### src/rtl/plic_master_pkg.sv
// Shared definitions for the hart-side PLIC claim/complete engine:
// FSM state encoding and claim/complete register address arithmetic.
package plic_master_pkg;

  typedef enum logic [2:0] {
    ST_IDLE      = 3'd0,
    ST_CLAIM     = 3'd1,
    ST_DISPATCH  = 3'd2,
    ST_WAIT_DONE = 3'd3,
    ST_COMPLETE  = 3'd4,
    ST_BACKOFF   = 3'd5
  } state_e;

  localparam logic [31:0] CC_OFFSET     = 32'h0020_0004;
  localparam logic [31:0] TARGET_STRIDE = 32'h0000_1000;

  function automatic logic [31:0] cc_addr(input logic [31:0] base, input logic [31:0] target);
    return base + CC_OFFSET + (target * TARGET_STRIDE);
  endfunction

endpackage

### src/rtl/reg_intf.sv
// Register-interface request/response types shared across the codebase.
// Requests carry addr/write/wdata/wstrb/valid; responses carry rdata/error/ready.
package reg_intf;

  typedef struct packed {
    logic [31:0] addr;
    logic        write;
    logic [31:0] wdata;
    logic [3:0]  wstrb;
    logic        valid;
  } reg_intf_req_a32_d32;

  typedef struct packed {
    logic [31:0] rdata;
    logic        error;
    logic        ready;
  } reg_intf_resp_d32;

endpackage

### src/rtl/plic_claim_master.sv
// Claims an interrupt from the PLIC, hands the ID to a local consumer,
// completes it after service and backs off before sampling eip_i again.
module plic_claim_master
  import plic_master_pkg::*;
  import reg_intf::*;
#(
  parameter int unsigned N_SOURCE    = 30,
  parameter int unsigned SRCW        = $clog2(N_SOURCE + 1),
  parameter logic [31:0] PLIC_BASE   = 32'h0C00_0000,
  parameter int unsigned TARGET_ID   = 0,
  parameter int unsigned BACKOFF_CYC = 64
) (
  input  logic                clk_i,
  input  logic                rst_ni,
  input  logic                eip_i,
  output reg_intf_req_a32_d32 req_o,
  input  reg_intf_resp_d32    resp_i,
  output logic                fence_o,
  output logic                irq_valid_o,
  output logic [SRCW-1:0]     irq_id_o,
  input  logic                irq_ready_i,
  input  logic                irq_done_i,
  output logic                busy_o,
  output logic                err_o,
  input  logic                clr_err_i
);

  localparam logic [31:0]     CC_ADDR  = cc_addr(PLIC_BASE, 32'(TARGET_ID));
  localparam int unsigned     CW       = (BACKOFF_CYC > 1) ? $clog2(BACKOFF_CYC) : 1;
  localparam logic [CW-1:0]   CNT_LOAD = CW'(BACKOFF_CYC - 1);
  localparam logic [SRCW-1:0] ID_MAX   = SRCW'(N_SOURCE);

  state_e              state_r, state_s;
  logic [SRCW-1:0]     id_r, id_s, rsp_id_s;
  logic [CW-1:0]       cnt_r, cnt_s;
  logic                err_set_s;
  reg_intf_req_a32_d32 req_r, req_s;
  logic                fence_r, fence_s;
  logic                irq_valid_r, irq_valid_s;
  logic [SRCW-1:0]     irq_id_r, irq_id_s;
  logic                busy_r, busy_s;
  logic                err_r, err_s;
  logic                rdata_unused_s;

  assign rsp_id_s       = resp_i.rdata[SRCW-1:0];
  assign rdata_unused_s = ^resp_i.rdata[31:SRCW];

  // Next-state, captured ID and backoff counter.
  always_comb begin
    state_s   = state_r;
    id_s      = id_r;
    cnt_s     = cnt_r;
    err_set_s = 1'b0;
    fence_s   = 1'b0;
    case (state_r)
      ST_IDLE: begin
        if (eip_i) state_s = ST_CLAIM;
        else       state_s = ST_IDLE;
      end
      ST_CLAIM: begin
        if (resp_i.ready) begin
          id_s = rsp_id_s;
          if (resp_i.error) begin
            err_set_s = 1'b1;
            state_s   = ST_BACKOFF;
          end else if (rsp_id_s == '0) begin
            state_s = ST_BACKOFF;
          end else if (rsp_id_s > ID_MAX) begin
            err_set_s = 1'b1;
            state_s   = ST_BACKOFF;
          end else begin
            fence_s = 1'b1;
            state_s = ST_DISPATCH;
          end
        end else begin
          state_s = ST_CLAIM;
        end
      end
      ST_DISPATCH: begin
        if (irq_ready_i) state_s = irq_done_i ? ST_COMPLETE : ST_WAIT_DONE;
        else             state_s = ST_DISPATCH;
      end
      ST_WAIT_DONE: begin
        if (irq_done_i) state_s = ST_COMPLETE;
        else            state_s = ST_WAIT_DONE;
      end
      ST_COMPLETE: begin
        if (resp_i.ready) begin
          err_set_s = resp_i.error;
          state_s   = ST_BACKOFF;
        end else begin
          state_s = ST_COMPLETE;
        end
      end
      ST_BACKOFF: begin
        if (cnt_r == '0) begin
          state_s = ST_IDLE;
        end else begin
          cnt_s   = cnt_r - 1'b1;
          state_s = ST_BACKOFF;
        end
      end
      default: state_s = ST_IDLE;
    endcase
    // Every path into BACKOFF reloads the window.
    cnt_s = ((state_s == ST_BACKOFF) && (state_r != ST_BACKOFF)) ? CNT_LOAD : cnt_s;
  end

  // Output values for the coming cycle, derived from the next state.
  always_comb begin
    req_s = '0;
    case (state_s)
      ST_CLAIM: begin
        req_s.valid = 1'b1;
        req_s.addr  = CC_ADDR;
      end
      ST_COMPLETE: begin
        req_s.valid = 1'b1;
        req_s.write = 1'b1;
        req_s.addr  = CC_ADDR;
        req_s.wdata = {{(32 - SRCW){1'b0}}, id_s};
        req_s.wstrb = 4'hF;
      end
      default: req_s = '0;
    endcase
    irq_valid_s = (state_s == ST_DISPATCH);
    irq_id_s    = irq_valid_s ? id_s : '0;
    busy_s      = (state_s != ST_IDLE);
    if (err_set_s)      err_s = 1'b1;
    else if (clr_err_i) err_s = 1'b0;
    else                err_s = err_r;
  end

  // State, ID, counter and all output registers.
  always_ff @(posedge clk_i or negedge rst_ni) begin
    if (!rst_ni) begin
      state_r     <= ST_IDLE;
      id_r        <= '0;
      cnt_r       <= '0;
      req_r       <= '0;
      fence_r     <= 1'b0;
      irq_valid_r <= 1'b0;
      irq_id_r    <= '0;
      busy_r      <= 1'b0;
      err_r       <= 1'b0;
    end else begin
      state_r     <= state_s;
      id_r        <= id_s;
      cnt_r       <= cnt_s;
      req_r       <= req_s;
      fence_r     <= fence_s;
      irq_valid_r <= irq_valid_s;
      irq_id_r    <= irq_id_s;
      busy_r      <= busy_s;
      err_r       <= err_s;
    end
  end

  assign req_o       = req_r;
  assign fence_o     = fence_r;
  assign irq_valid_o = irq_valid_r;
  assign irq_id_o    = irq_id_r;
  assign busy_o      = busy_r;
  assign err_o       = err_r;

endmodule

### config.mk
export PLATFORM = sky130hd
export DESIGN_NAME = plic_claim_master
export DESIGN_NICKNAME = d
export VERILOG_FILES = /design/src/rtl/plic_master_pkg.sv /design/src/rtl/reg_intf.sv /design/src/rtl/plic_claim_master.sv
export SDC_FILE = /design/constraint.sdc
export NUM_CORES = 1
export LEC_CHECK = 0
export BUFFER_PORTS_ARGS = -buffer_cell sky130_fd_sc_hd__buf_2
export CAP_MARGIN = 20
export CORE_MARGIN = 2
export CORE_UTILIZATION = 28
export DETAILED_ROUTE_END_ITERATION = 10
export SKIP_LAST_GASP = 1
export SLEW_MARGIN = 40
export SYNTH_ARGS = -nofsm -noshare
export SYNTH_HDL_FRONTEND = slang
export SYNTH_SLANG_ARGS = --single-unit
export TNS_END_PERCENT = 5
### constraint.sdc
create_clock -name clk_i -period 1.81 [get_ports clk_i]
set_clock_uncertainty 0.2 [all_clocks]
set_input_delay 0 -clock clk_i [delete_from_list [all_inputs] [get_ports clk_i]]
set_output_delay 0 -clock clk_i [all_outputs]
set_load 0.005 [all_outputs]
==> metrics <==
slowest cell on the critical path dfrtp_2; WL/cell 11.1 um; Synth Flop Type dfrtp_1; initial antenna violation count 0; largest net degree at the start of global routing 31; Worst path max stage delay 440 ps; Synth top area share 40.9%; total number of yosys warnings 0; Core Box Area 6350 um2; most frequent cell after synthesis buf_4; FP Rows 29; I/O Buffers 36; Pwr Density 594 nW/um2; Max Cap Viol 0; sequential share of the synthesized area 40.9%; Mapped Cells 187; Max Fanout on Critical Path 6; crit path capture type flip-flop; Crit path required time 1780 ps; TritonCTS Sinks 30; Top Family by Delay on Critical Path flip-flops; Post-synth EDFFs 0; Mean Syn Cell Area 9.81 um2; Final WS setup -19.1 ps; synth top area cells dfrtp_1 (41%), buf_4 (26%), inv_1 (2.9%), nor2_1 (2.9%), mux2i_1 (2.7%); Die Span Y 84.9 um; # DRC 0; CTS Buffer Depth 2; first-pass GRT wire length 5.58 mm; CTS tree built; f_max 0.547 GHz; number of global-route vias before repair 1,186; flops & latches, synth 30; drt total wl 3.63 mm; WP depth 6; GRT Total Usage 9.89%; status complete, but fails checks; most crowded layer after global routing met2; Final setup viols 1; total grt overflow 0; Final Util 35.2%; GR Layer Usage met2 15.5%; Placed Area 1970 um2; Worst Reg-to-Reg Cells 6; Clock Latency Late Sink 290 ps; Fin. Hold Viols 0; worst hold slack 63.8 ps; met3 Track Usage GR 4.47%; post-layout minimum cycle time 1830 ps; Hold Path Depth 4; actual slew at the worst max-slew pin 674 ps; Area growth syn-to-layout 21.9%; critical-path cell list clkbuf_2 > nor2_4 > a2bb2oi_2 > o221a_2 > nand2_2 > mux2_4; Ports 119; Initial Utilization 28.9%; Max IR drop VDD 0.409 mV; HP Class in2reg; drt initial violations 46; HPWL Detailed 2.66 mm; Chip Width 84.9 um; unique cell type count in the Yosys netlist 40; crit path DAT 1800 ps; Die ar. 7210 um2; Final Cell Area 2240 um2; Leak Pwr 1.22 nW; Synth async-reset ratio 100%; RSZ-0062 raised after global routing true; GPL Wtd Cong 0.734; kind of critical path reg2reg; CP startpoint kind flip-flop; Synth Cell Area 1830 um2; ratio of cells with drive above 1 in the final layout 34.9%; H-tree lvl count 2; TritonRoute pass-1 iters 4; Via-to-Cell Ratio 3.94; Final Net Count 290; clock root buffer clkbuf_8; Buf/Inv on CP 1; Num CTS Buffers 5; Final Slew Violations 0; antenna-violating nets left 0; Fin Setup TNS -19.1 ps; Max-slew headroom 55.1%; failing checks negative setup slack; routed via count 1,284; Synth area leader dfrtp_1; CTS clk-pin slew, worst paths 70 ps; n_diodes 0; routing usage on met1 12.2%; top cells by count, synth buf_4 (64), dfrtp_1 (30), inv_1 (14), nor2_1 (14), nand2_1 (9); Tcrit/Tclk final 101%
## cell usage in the layout, fill, tap and decap left out, types with 3 or more instances in the layout
cell,n
nand2_1,9
nand3_1,4
dfrtp_1,29
mux2i_2,3
nor2_1,13
xor2_1,3
buf_4,19
conb_1,55
dlygate4sd3_1,11
inv_1,13
a31oi_1,3
buf_2,36
clkbuf_8,6
## path summary, 6_finish.rpt
check | start | endpoint | slack (ps)
setup / recovery | state_r[1] | req_o[64] | -20
hold / removal | eip_i | busy_o | 60
setup reg to reg | state_r[1] | req_o[64] | -20
hold reg to reg | id_r[3] | id_r[3] | 310
max in group asynchronous | rst_ni | state_r[1] | 850
min in group asynchronous | rst_ni | cnt_r[0] | 90
## state kept, by name, indices dropped and copies added (netlist names)
name and cells:
cnt_r 6, irq_valid_o 1, busy_o 1, fence_o 1, err_o 1, irq_id_o 5
req_o 7, id_r 5, state_r 3
## cells by family (layout without fill, tap and decap cells)
| family | count (synthesis) | after routing | synth area share, % |
|---|---|---|---|
| mux | 6 | 6 | 3.34 |
| fa+ha+maj | 2 | 2 | 1.36 |
| compound gates | 22 | 22 | 10.8 |
| buf+inv | 81 | 89 | 29.9 |
| other cells | 1 | 55 | 0.204 |
| simple gates | 42 | 42 | 12.0 |
| xor+xnor | 3 | 3 | 1.43 |
| flops | 30 | 30 | 40.9 |
## tightest hold or removal path: cells and delay by family
kind	cells	cell delay [ps]
buffers and inverters	1	90
AND/OR/NAND/NOR	1	80
AO/OA/AOI/OAI	2	330
## area by class of cell
class,instances,area (um2)
inverter,14,52.6
tap,77,96.3
timing repair buffer,67,438
clock inverter,2,12.5
multi-input combinational,130,802
fill,673,4110
clock buffer,6,82.6
sequential,30,752
## where the power goes
part / switching [W] / total, W / leakage [nW] / internal, W
combinational: 0.0000604 / 0.0000920 / 0.788 / 0.0000316
sequential: 0.0000000000000000000249 / 0.000670 / 0.387 / 0.000670
clock: 0.000260 / 0.000565 / 0.0472 / 0.000305
## stage by stage
stage               total power [W]  setup WS (ps)  cells
floorplan                  0.000803           22.4    241
global placement           0.000752          -67.1    306
detailed placement         0.000752          -74.1    306
CTS                         0.00135          -34.2    325
global route                0.00139          -94.2    326
finish                      0.00133          -19.1    326
## metal layers
layer	share of wire, %	up-vias
met5	0	-
met4	1.3	0
met3	6.9	5
met2	48	48
met1	43	612
li1	-	619
## repair_timing
action	4_1_cts	5_1_grt
setup buffers	0	1
hold buffers	11	0
pin swaps	0	4
endpoints found under the setup margin	14	23
cloned	0	0
endpoints found under the hold margin	48	0
resized for setup	3	10
(Power assumes the default switching activity.)
